$ cat src/rtl/hi_rr_arbitor.sv
// Shares one register-access device port among NUM_HOSTS hosts. An owner keeps the port until
// it drops both mode bits; read requests raised while a host waits are replayed once it owns the port.
module hi_rr_arbitor #(
    parameter int unsigned NUM_HOSTS = 4,
    parameter int unsigned RR_EN     = 1,
    parameter int unsigned TERM_W    = 16,
    parameter int unsigned ADDR_W    = 32,
    parameter int unsigned LEN_W     = 32,
    parameter int unsigned DATA_W    = 32,
    parameter int unsigned STAT_W    = 16,
    localparam int unsigned GW       = ($clog2(NUM_HOSTS) > 0) ? $clog2(NUM_HOSTS) : 1
) (
    input  logic                          ifclk,
    input  logic                          reset,

    input  logic [NUM_HOSTS*TERM_W-1:0]   I_di_term_addr,
    input  logic [NUM_HOSTS*ADDR_W-1:0]   I_di_reg_addr,
    input  logic [NUM_HOSTS*LEN_W-1:0]    I_di_len,
    input  logic [NUM_HOSTS*DATA_W-1:0]   I_di_reg_datai,
    input  logic [NUM_HOSTS-1:0]          I_di_read_mode,
    input  logic [NUM_HOSTS-1:0]          I_di_read_req,
    input  logic [NUM_HOSTS-1:0]          I_di_read,
    input  logic [NUM_HOSTS-1:0]          I_di_write,
    input  logic [NUM_HOSTS-1:0]          I_di_write_mode,

    output logic [NUM_HOSTS-1:0]          O_di_read_rdy,
    output logic [NUM_HOSTS-1:0]          O_di_write_rdy,
    output logic [NUM_HOSTS*DATA_W-1:0]   O_di_reg_datao,
    output logic [NUM_HOSTS*STAT_W-1:0]   O_di_transfer_status,

    output logic [TERM_W-1:0]             di_term_addr,
    output logic [ADDR_W-1:0]             di_reg_addr,
    output logic [LEN_W-1:0]              di_len,
    output logic [DATA_W-1:0]             di_reg_datai,
    output logic                          di_read_mode,
    output logic                          di_read_req,
    output logic                          di_read,
    output logic                          di_write,
    output logic                          di_write_mode,

    input  logic                          di_read_rdy,
    input  logic                          di_write_rdy,
    input  logic [DATA_W-1:0]             di_reg_datao,
    input  logic [STAT_W-1:0]             di_transfer_status,

    output logic [GW-1:0]                 grant,
    output logic                          grant_valid
);

    typedef enum logic [1:0] {
        ST_IDLE   = 2'd0,
        ST_ACTIVE = 2'd1,
        ST_TURN   = 2'd2
    } state_e;

    state_e               state_q, state_d;
    logic [GW-1:0]        grant_q, grant_d;
    logic [GW-1:0]        last_grant_q, last_grant_d;
    logic                 first_q, first_d;
    logic [NUM_HOSTS-1:0] pend_rd_q, pend_rd_d;

    logic [NUM_HOSTS-1:0] req_c;
    logic [NUM_HOSTS-1:0] own_c;
    logic                 owner_mode_c;
    logic                 replay_c;
    logic [GW-1:0]        lo_pick_c, hi_pick_c, pick_c;
    logic                 lo_valid_c, hi_valid_c, pick_valid_c;

    // One-hot owner decode; empty outside ACTIVE so every host-facing path is masked there.
    always_comb begin
        req_c = I_di_read_mode | I_di_write_mode;
        own_c = '0;
        for (int unsigned k = 0; k < NUM_HOSTS; k++) begin
            own_c[k] = (state_q == ST_ACTIVE) && (GW'(k) == grant_q);
        end
        owner_mode_c = |(own_c & req_c);
        replay_c     = first_q & |(own_c & pend_rd_q);
    end

    // Arbiter: descending scan leaves the lowest requester overall and the lowest one above last_grant.
    always_comb begin
        lo_pick_c  = '0;
        hi_pick_c  = '0;
        lo_valid_c = 1'b0;
        hi_valid_c = 1'b0;
        for (int k = int'(NUM_HOSTS) - 1; k >= 0; k--) begin
            if (req_c[k]) begin
                lo_pick_c  = GW'(k);
                lo_valid_c = 1'b1;
                if ((RR_EN != 0) && (GW'(k) > last_grant_q)) begin
                    hi_pick_c  = GW'(k);
                    hi_valid_c = 1'b1;
                end
            end
        end
        pick_c       = hi_valid_c ? hi_pick_c : lo_pick_c;
        pick_valid_c = lo_valid_c;
    end

    // State register.
    always_ff @(posedge ifclk) begin
        if (reset) begin
            state_q      <= ST_IDLE;
            grant_q      <= '0;
            last_grant_q <= GW'(NUM_HOSTS - 1);
            first_q      <= 1'b0;
            pend_rd_q    <= '0;
        end else begin
            state_q      <= state_d;
            grant_q      <= grant_d;
            last_grant_q <= last_grant_d;
            first_q      <= first_d;
            pend_rd_q    <= pend_rd_d;
        end
    end

    // Next-state logic; a waiting host's read_req is remembered, and set beats clear.
    always_comb begin
        state_d      = state_q;
        grant_d      = grant_q;
        last_grant_d = last_grant_q;
        first_d      = 1'b0;
        pend_rd_d    = (pend_rd_q & ~(own_c & {NUM_HOSTS{first_q}})) | (I_di_read_req & ~own_c);
        unique case (state_q)
            ST_IDLE: begin
                if (pick_valid_c) begin
                    state_d = ST_ACTIVE;
                    grant_d = pick_c;
                    first_d = 1'b1;
                end
            end
            ST_ACTIVE: begin
                if (!owner_mode_c) begin
                    state_d      = ST_TURN;
                    last_grant_d = grant_q;
                end
            end
            ST_TURN: state_d = ST_IDLE;
            default: state_d = ST_IDLE;
        endcase
    end

    // Output logic: owner's fields forward to the device, device responses return to the owner only.
    always_comb begin
        di_term_addr         = '0;
        di_reg_addr          = '0;
        di_len               = '0;
        di_reg_datai         = '0;
        di_read_mode         = 1'b0;
        di_read_req          = 1'b0;
        di_read              = 1'b0;
        di_write             = 1'b0;
        di_write_mode        = 1'b0;
        O_di_read_rdy        = '0;
        O_di_write_rdy       = '0;
        O_di_reg_datao       = '0;
        O_di_transfer_status = '0;
        grant                = grant_q;
        grant_valid          = (state_q == ST_ACTIVE);
        for (int unsigned k = 0; k < NUM_HOSTS; k++) begin
            if (own_c[k]) begin
                di_term_addr  = I_di_term_addr[k*TERM_W +: TERM_W];
                di_reg_addr   = I_di_reg_addr[k*ADDR_W +: ADDR_W];
                di_len        = I_di_len[k*LEN_W +: LEN_W];
                di_reg_datai  = I_di_reg_datai[k*DATA_W +: DATA_W];
                di_read_mode  = I_di_read_mode[k];
                di_read_req   = I_di_read_req[k] | replay_c;
                di_read       = I_di_read[k];
                di_write      = I_di_write[k];
                di_write_mode = I_di_write_mode[k];
                O_di_read_rdy[k]                         = di_read_rdy;
                O_di_write_rdy[k]                        = di_write_rdy;
                O_di_reg_datao[k*DATA_W +: DATA_W]       = di_reg_datao;
                O_di_transfer_status[k*STAT_W +: STAT_W] = di_transfer_status;
            end
        end
    end

endmodule

$ cat config.mk
export PLATFORM = sky130hd
export DESIGN_NAME = hi_rr_arbitor
export DESIGN_NICKNAME = d
export VERILOG_FILES = /design/src/rtl/hi_rr_arbitor.sv
export SDC_FILE = /design/constraint.sdc
export NUM_CORES = 1
export LEC_CHECK = 0
export ABC_AREA = 1
export BUFFER_PORTS_ARGS = -buffer_cell sky130_fd_sc_hd__buf_4
export CORE_AREA = 2 2 325 327
export CTS_CLUSTER_DIAMETER = 80
export DETAILED_ROUTE_END_ITERATION = 10
export DIE_AREA = 0 0 327 329
export GPL_TIMING_DRIVEN = 0
export PLACE_DENSITY_LB_ADDON = 0.12
export RECOVER_POWER = 50
export SYNTH_ARGS = -nofsm -noshare
export SYNTH_HDL_FRONTEND = slang
export SYNTH_SLANG_ARGS = --single-unit
$ cat constraint.sdc
create_clock -name ifclk -period 1.48 [get_ports ifclk]
set_clock_uncertainty 0.2 [all_clocks]
set_input_delay 0.074 -clock ifclk [delete_from_list [all_inputs] [get_ports ifclk]]
set_output_delay 0.074 -clock ifclk [all_outputs]
set_load 0.01 [all_outputs]
After elaboration in Yosys (flattened, before gate mapping)
Index checks and enable logic that the tools add are counted.
{"block": "classes", "reduce_logical": 12, "n_eq_ne": 6, "muxes": 81, "n_bitwise": 16, "order_cmp": 4}
{"op": "32-bit 2-to-1 mux", "n": 16}
{"op": "16-bit 2-to-1 mux", "n": 8}
{"op": "1-bit 2-to-1 mux", "n": 41}
{"op": "2-bit 2-to-1 mux", "n": 15}
{"op": "4-bit AND", "n": 5}
{"op": "4-bit NOT", "n": 2}
{"op": "4-bit bitwise OR", "n": 2}
{"op": "4-bit OR reduction", "n": 2}
{"op": "2-bit AND reduction", "n": 3}
{"op": "2-bit equality test, first input constant", "n": 2}
{"op": "1-bit by 2-bit > comparator with 1-bit output, first input constant", "n": 2}
{"op": "2-bit > comparator, first input constant", "n": 2}
{"op": "1-bit logical AND", "n": 4}
{"op": "2-bit logical NOT", "n": 2}
{"op": "2-bit != test, second input constant", "n": 2}
{"op": "1-bit bitwise OR", "n": 4}
{"op": "2-bit case mux with 2 select lines", "n": 1}
{"op": "1-bit by 2-bit equality test with 1-bit output, first input constant", "n": 1}
{"op": "2-bit by 1-bit equality test with 1-bit output, second input constant", "n": 1}
{"op": "1-bit NOT", "n": 2}
{"op": "2-bit OR reduction", "n": 1}
{"op": "1-bit AND", "n": 1}
{"block": "totals", "reg_bits": 11, "output_inout_bits": 320, "elab_cells": 124, "input_bits": 520}

Depth between registers and ports, before layout
Gate-level depths: netlist of run 1.
{"block": "depth", "depth_word": 10, "depth_mapped": 10}

Worst setup path after synthesis of run 1
OpenSTA, ideal clock, no wires.
{"block": "synth_timing", "kind": "reg2out", "from": "reg grant_q[1] (netlist: grant[1])", "to": "out di_reg_addr[10]", "n_path_buf": 3, "path_slack_ns": -0.074, "arrival_time_ns": 1.280, "stages_incl_launch_ff": 8, "path_cell_list": "dfxtp_1 -> nand2_1 -> nor2_1 -> buf_6 -> buf_6 -> buf_4 -> nand2_1 -> nand4_1"}
{"block": "synth_via", "elab_chain_len": 6, "elab_cells_between_ends": 12}
{"element": "start, declared", "line_no": "57", "text": "logic [GW-1:0] grant_q, grant_d;"}
{"element": "start signal, assigned", "line_no": "110", "text": "grant_q <= grant_d;"}
{"element": "2-bit logical NOT", "line_no": "74", "text": "own_c[k] = (state_q == ST_ACTIVE) && (GW'(k) == grant_q);"}
{"element": "1-bit logical AND", "line_no": "74"}
{"element": "32-bit 2-to-1 mux (3 in a row)", "line_no": "161", "text": "if (own_c[k]) begin"}
{"element": "32-bit 2-to-1 mux (*)", "line_no": "161"}
{"element": "end, declared", "line_no": "32", "text": "output logic [ADDR_W-1:0] di_reg_addr,"}
Mark *: on every way between the ends. The rest lies on a longest branch, timed or not.

Worst setup path after layout of run 1
{"block": "layout_timing", "from": "reg state_q[0]", "to": "out di_reg_addr[16]"}
{"block": "layout_via", "elab_chain_len": 6, "elab_cells_between_ends": 9}
{"element": "start, declared", "line_no": "56", "text": "state_e state_q, state_d;"}
{"element": "start signal, assigned", "line_no": "109", "text": "state_q <= state_d;"}
{"element": "2-bit by 1-bit equality test with 1-bit output (*)", "line_no": "74"}
{"element": "1-bit logical AND", "line_no": "74"}
{"element": "32-bit 2-to-1 mux (3 in a row)", "line_no": "161"}
{"element": "32-bit 2-to-1 mux (*)", "line_no": "161"}
Marks and branches as above.

==> results of run 1 <==
state kept, by name, summed over array words and instances, names as in the netlist:
signal,count
pend_rd_q,4
grant,2
last_grant_q,2
state_q,2
first_q,1
area by class of cell:
cell class	instances	area, µm²
clock inverter	1	5.00
multi-input combinational	844	5310
antenna	1	2.50
buffer	59	1080
fill	11933	86800
timing repair inverter	2	46.3
tap	1391	1740
sequential	11	233
clock buffer	3	75.1
timing repair buffer	950	8740
inverter	76	370
how the worst max path moves through the flow:
stage | startpoint | slack (ns) | endpoint | cells after the start
6_report | state_q[0]$_SDFFE_PP0P_ | -0.64 | di_reg_addr[16] | 11
5_1_grt | state_q[0]$_SDFFE_PP0P_ | -0.71 | di_reg_addr[16] | 11
4_1_cts | state_q[1]$_SDFFE_PP0P_ | -0.71 | di_reg_addr[16] | 10
3_5_place_dp | grant[0]$_SDFFE_PP0P_ | -1.36 | di_reg_datai[2] | 8
3_3_place_gp | grant[0]$_SDFFE_PP0P_ | -1.34 | di_reg_datai[2] | 8
2_1_floorplan | grant[1]$_SDFFE_PP0P_ | 0.02 | di_read_mode | 8
repair_timing:
| action | CTS | global route |
|---|---|---|
| endpoints found under the setup margin | 325 | 327 |
| pin swaps | 53 | 57 |
| setup buffers | 58 | 26 |
| cloned | 19 | 18 |
| hold buffers | 5 | 0 |
| hold endpoints to repair | 7 | 0 |
| resized for setup | 450 | 517 |
routing by layer:
metal	GRT usage	vias up	part of all wire	wire length, µm
met4	0.0102	0	0.012	843
met5	0	-	0	0
met2	0.213	467	0.52	36100
li1	-	5058	-	-
met3	0.0205	46	0.057	3890
met1	0.137	4973	0.41	28000
cell families (layout without fill, tap and decap cells):
logic type	Yosys count	in the layout	synth area share
simple gates	820	820	0.767
other cells	0	1	0
flops	11	11	0.0494
buf+inv	145	1091	0.149
compound gates	24	24	0.0351
worst max-delay path: cells and delay by family (launching register included):
kind	cells	cell delay, ns
AND/OR/NAND/NOR	4	0.50
flip-flops	1	0.33
buffers and inverters	7	0.76
cell usage in the layout (no fill, tap or decap), drive strengths merged, types with 2 or more instances in the layout:
cell / synthesis / routed
o22ai: 2 / 2
clkinv: 0 / 5
clkbuf: 17 / 31
a21oi: 3 / 3
dlygate4sd3: 0 / 5
nand2: 482 / 482
buf: 52 / 976
nand4: 115 / 115
inv: 76 / 74
o21ai: 10 / 10
dfxtp: 11 / 11
nor2: 214 / 214
nand3: 6 / 6
o211ai: 4 / 4
power by group through the flow:
| stage | Clock, µW | Sequential, µW | Combinational, µW |
|---|---|---|---|
| 6_report | 517 | 505 | 15000 |
| 5_1_grt | 540 | 521 | 16000 |
| 4_1_cts | 520 | 506 | 13200 |
| 3_5_place_dp | 0 | 496 | 9730 |
| 3_3_place_gp | 0 | 500 | 9800 |
| 2_1_floorplan | 0 | 470 | 3670 |
per-stage QoR:
step	worst slack (ns)	cell area [µm²]
global route	-0.710	17600
detailed placement	-1.36	12500
floorplan	0.0162	4510
CTS	-0.707	15400
finish	-0.639	17600
global placement	-1.34	12500
==> flow_metrics.py, run 1 <==
metrics = {
    "cts": {
        "numClockSinks": 11,
        "insertion_delay_ns": 0.25,
        "cts_buffers": 3,
        "cts_tree": "done",
        "htreeDepth": 1,
        "clk_pin_slew_ns": 0.05,
        "cts_buffer_depth": 2,
        "cts_root_buffer": "clkbuf_16",
    },
    "final_layout": {
        "area_delta_synth_final_pct": 295,
        "drive_gt1_frac": 0.679,
        "nets": 2467,
        "final_util": 0.169,
        "stdcell_count": 3338,
    },
    "route": {
        "drt_iter0_drc": 456,
        "wl_um": 68800,
        "first_pass_iters": 5,
        "vias": 10544,
        "ant_nets": 0,
        "drc": 0,
        "wl_per_cell_um": 20.6,
        "viasPerCell": 3.16,
    },
    "min_path": {
        "min_to": "grant[1]$_SDFFE_PP0P_",
        "worstHoldPathType": "input pin to flip-flop",
        "min_from": "I_di_read_mode[3]",
        "hold_path_depth": 5,
    },
    "sta": {
        "tightest_slew_ns": 0.535,
        "maxSlewViolCount": 0,
        "max-slew-margin-rel": 0.643,
        "rsz0062_at_grt": "true",
        "finalCriticalPeriod_ns": 2.12,
        "hold_slack_ns": 0.110,
        "worst_slack_ns": -0.639,
        "final_hold_viol_count": 0,
        "fin_setup_tns_ns": -158.03,
        "period_share": 1.43,
        "timing.fmax_mhz": 472,
        "setup_viol_count_final": 325,
    },
    "outcome": {
        "outcome": "complete, but fails checks",
        "violations": "negative setup slack",
    },
    "power": {
        "comb_power_share": 0.936,
        "p_switching_uw": 7790,
        "swShare": 0.486,
        "finalPower_uw": 16000,
        "peakVddDrop_mv": 0.469,
        "p_seq_frac": 0.031,
        "power.leakage_uw": 0.00817,
        "power.density_nw_per_um2": 911,
        "pwr-share-clk": 0.032,
        "internal_power_uw": 8240,
    },
    "critical_path": {
        "ff2ff_setup_slack_ns": -0.34,
        "rr_worst_depth": 11,
        "timing.rr.start": "state_q[0]$_SDFFE_PP0P_",
        "cp-end-kind": "primary output",
        "start_kind": "flip-flop",
        "cpMostUsedCell": "buf_12",
        "worstPathMaxFanout": 7,
        "cpPeakStageDelay_ns": 0.33,
        "path_cells": "inv_2, nor2_8, nand2_8, clkinv_16, buf_16, buf_12, buf_12, buf_12, nand2_2, nand4_1, buf_4",
        "crit_type": "flip-flop to primary output",
        "rr_endpoint": "last_grant_q[1]$_SDFFE_PP1P_",
        "slowest_stage": "dfxtp_2",
        "arrival_ns": 1.85,
        "critPathRequiredTime_ns": 1.21,
    },
    "synth": {
        "async_flop_share": 0,
        "ys_ff_latch": 11,
        "seq_area_frac_synth": 0.0494,
        "syn-instance-count": 1000,
        "synth_fp_nets": 1520,
        "synth_area_leaders": "nand2_1, nor2_1, nand4_1",
        "syn_avg_cell_area_um2": 4.46,
        "synth_area_um2": 4460,
        "synth_most_common_cell": "nand2_1",
        "synth_enable_flop_cells": 0,
        "synthTopCellsByCount": "nand2_1, nor2_1, nand4_1",
        "yosys_warnings": 0,
        "ys_types": 30,
        "synth_area_leader_cell": "nand2_1",
        "ys.flop_type": "dfxtp_1",
        "synth_top_area_frac": 0.404,
    },
    "placement": {
        "dp.cells": 3230,
        "io_buffers": 839,
        "gp_congestion": 0.942,
        "dp_hpwl_um": 55400,
    },
    "floorplan": {
        "rows": 119,
        "die_area_um2": 108000,
        "die_h_um": 329,
        "io_pins": 840,
        "die_x_um": 327,
        "start_util": 0.0427,
        "core_area_um2": 104000,
    },
    "grt": {
        "antenna_found_initial": 8,
        "overflow": 0,
        "grt_max_degree": 11,
        "first_global_vias": 10829,
        "grt_usage": 0.113,
        "grt_pass1_wl_um": 86700,
    },
    "flow_run": {
        "max_cap_violations": 0,
    },
}
Note: power is estimated with default switching activity, not from simulation.
==> run 2: changes to the inputs <==
GPL_TIMING_DRIVEN = default   (was 0)
==> run 2 against run 1 <==
  * The run still ends with negative setup slack left
  * Clock power is 3% lower
  * Hold slack gained 0.060 ns
  * Worst setup slack worse by 0.026 ns
  * Register-to-register slack got worse by 0.06 ns
  * Total power decreased by 6.0%
  * Largest cell class unchanged
  * Final area decreased by 3.3%
  * Critical endpoint is now di_len[7]
  * Global-route usage is 0.27 points higher
  * Wire length up 0.23%
  * Largest power group unchanged
==> flow_metrics.py, run 2 (synthesized netlist as in run 1, its figures left out) <==
metrics = {
    "outcome": {
        "outcome": "complete, but fails checks",
        "violations": "negative setup slack",
    },
    "cts": {
        "clk_pin_slew_ns": 0.04,
        "cts_buffers": 3,
        "htreeDepth": 1,
        "numClockSinks": 11,
        "cts_tree": "done",
        "cts_root_buffer": "clkbuf_16",
        "insertion_delay_ns": 0.24,
        "cts_buffer_depth": 2,
    },
    "placement": {
        "dp.cells": 3260,
        "io_buffers": 839,
        "placed_area_um2": 13200,
        "gp_congestion": 0.965,
        "dp_hpwl_um": 52900,
    },
    "sta": {
        "final_hold_viol_count": 0,
        "max-slew-margin-rel": 0.702,
        "rsz0062_at_grt": "true",
        "timing.fmax_mhz": 466,
        "setup_viol_count_final": 326,
        "fin_setup_tns_ns": -141.42,
        "maxSlewViolCount": 0,
        "hold_slack_ns": 0.170,
        "period_share": 1.45,
        "tightest_slew_ns": 0.446,
        "worst_slack_ns": -0.666,
        "finalCriticalPeriod_ns": 2.15,
    },
    "final_layout": {
        "drive_gt1_frac": 0.671,
        "num_antenna_cells": 0,
        "stdcell_count": 3367,
        "final_common_cell": "buf_4",
        "fin_area_um2": 17000,
        "largest_reg_flops": 4,
        "area_delta_synth_final_pct": 282,
        "nets": 2497,
        "top_register": "pend_rd_q",
        "final_cell_mix": "buf_4, nand2_1, nand4_1, nor2_1, nand2_2",
        "n_fill_cell": 12089,
    },
    "power": {
        "p_switching_uw": 7100,
        "pwr-share-clk": 0.033,
        "swShare": 0.471,
        "power.leakage_uw": 0.00839,
        "p_seq_frac": 0.032,
        "internal_power_uw": 7980,
        "power.density_nw_per_um2": 886,
        "comb_power_share": 0.935,
        "peakVddDrop_mv": 0.521,
    },
    "floorplan": {
        "start_util": 0.0427,
        "die_area_um2": 108000,
        "io_pins": 840,
        "core_area_um2": 104000,
        "die_h_um": 329,
        "rows": 119,
        "die_x_um": 327,
    },
    "route": {
        "ant_nets": 0,
        "viasPerCell": 3.19,
        "wl_um": 68900,
        "drc": 0,
        "vias": 10732,
        "first_pass_iters": 5,
        "drt_iter0_drc": 379,
        "wl_per_cell_um": 20.5,
    },
    "grt": {
        "grt_pass1_wl_um": 88200,
        "grt_max_degree": 38,
        "grt_usage": 0.116,
        "antenna_found_initial": 7,
        "overflow": 0,
        "first_global_vias": 11045,
    },
    "critical_path": {
        "cp-end-kind": "primary output",
        "critPathRequiredTime_ns": 1.21,
        "worstPathMaxFanout": 9,
        "crit_type": "flip-flop to primary output",
        "start_kind": "flip-flop",
        "arrival_ns": 1.87,
    },
    "min_path": {
        "worstHoldPathType": "input pin to flip-flop",
    },
    "flow_run": {
        "max_cap_violations": 0,
    },
}
run 2: cell type report:
cell class	count	area (µm²)	share of cell area
multi-input cells	844	4770	0.281
flip-flops and latches	11	233	0.0137
well taps	1391	1740	0.102
repair buffers	1041	9860	0.579
clock buffers	4	78.8	0.00463
inverters	76	334	0.0196
run 2: path summary, 6_finish.rpt:
path	from	to	slack, ns	cells past startpoint
max	state_q[1]$_SDFFE_PP0P_	di_len[7]	-0.67	10
min	I_di_read_mode[3]	state_q[0]$_SDFFE_PP0P_	0.17	5
max reg2reg	grant[1]$_SDFFE_PP0P_	last_grant_q[1]$_SDFFE_PP1P_	-0.40	12
min reg2reg	last_grant_q[1]$_SDFFE_PP1P_	last_grant_q[1]$_SDFFE_PP1P_	0.32	2
run 2: per-stage QoR:
step | setup slack [ns] | power, µW | utilization
floorplan | 0.0162 | 4140 | -
global placement | -0.806 | 10800 | 0.126
detailed placement | -0.821 | 10700 | 0.126
CTS | -0.693 | 14200 | 0.151
global route | -0.727 | 16000 | 0.163
finish | -0.666 | 15100 | 0.163
run 2: power groups by stage:
stage	clock network (µW)	registers (µW)	logic, µW
floorplan	0	470	3670
global placement	0	476	10300
detailed placement	0	472	10200
CTS	517	470	13200
global route	542	494	15000
finish	501	480	14100
run 2: worst max-delay path, cell delays in order, from the launching register on:
cell	delay, ns
dfxtp_4	0.34
inv_2	0.03
nand2_2	0.06
nor2_4	0.04
buf_6	0.12
buf_16	0.13
buf_4	0.15
buf_12	0.15
nand2_1	0.06
nand4_1	0.27
buf_4	0.27
run 2: routing by layer:
metal / wire length, µm / vias up / track usage
met5: 7 / - / 0
met4: 1360 / 2 / 0.0177
met3: 4500 / 58 / 0.0287
met2: 36100 / 485 / 0.218
met1: 27000 / 5061 / 0.134
li1: - / 5126 / -
run 2: what timing repair did:
action | 4_1_cts | 5_1_grt
setup buffers | 54 | 14
pin swaps | 76 | 59
hold endpoints to repair | 9 | 0
gates cloned | 33 | 11
setup endpoints to repair | 324 | 327
resized for setup | 322 | 311
hold buffers | 5 | 0
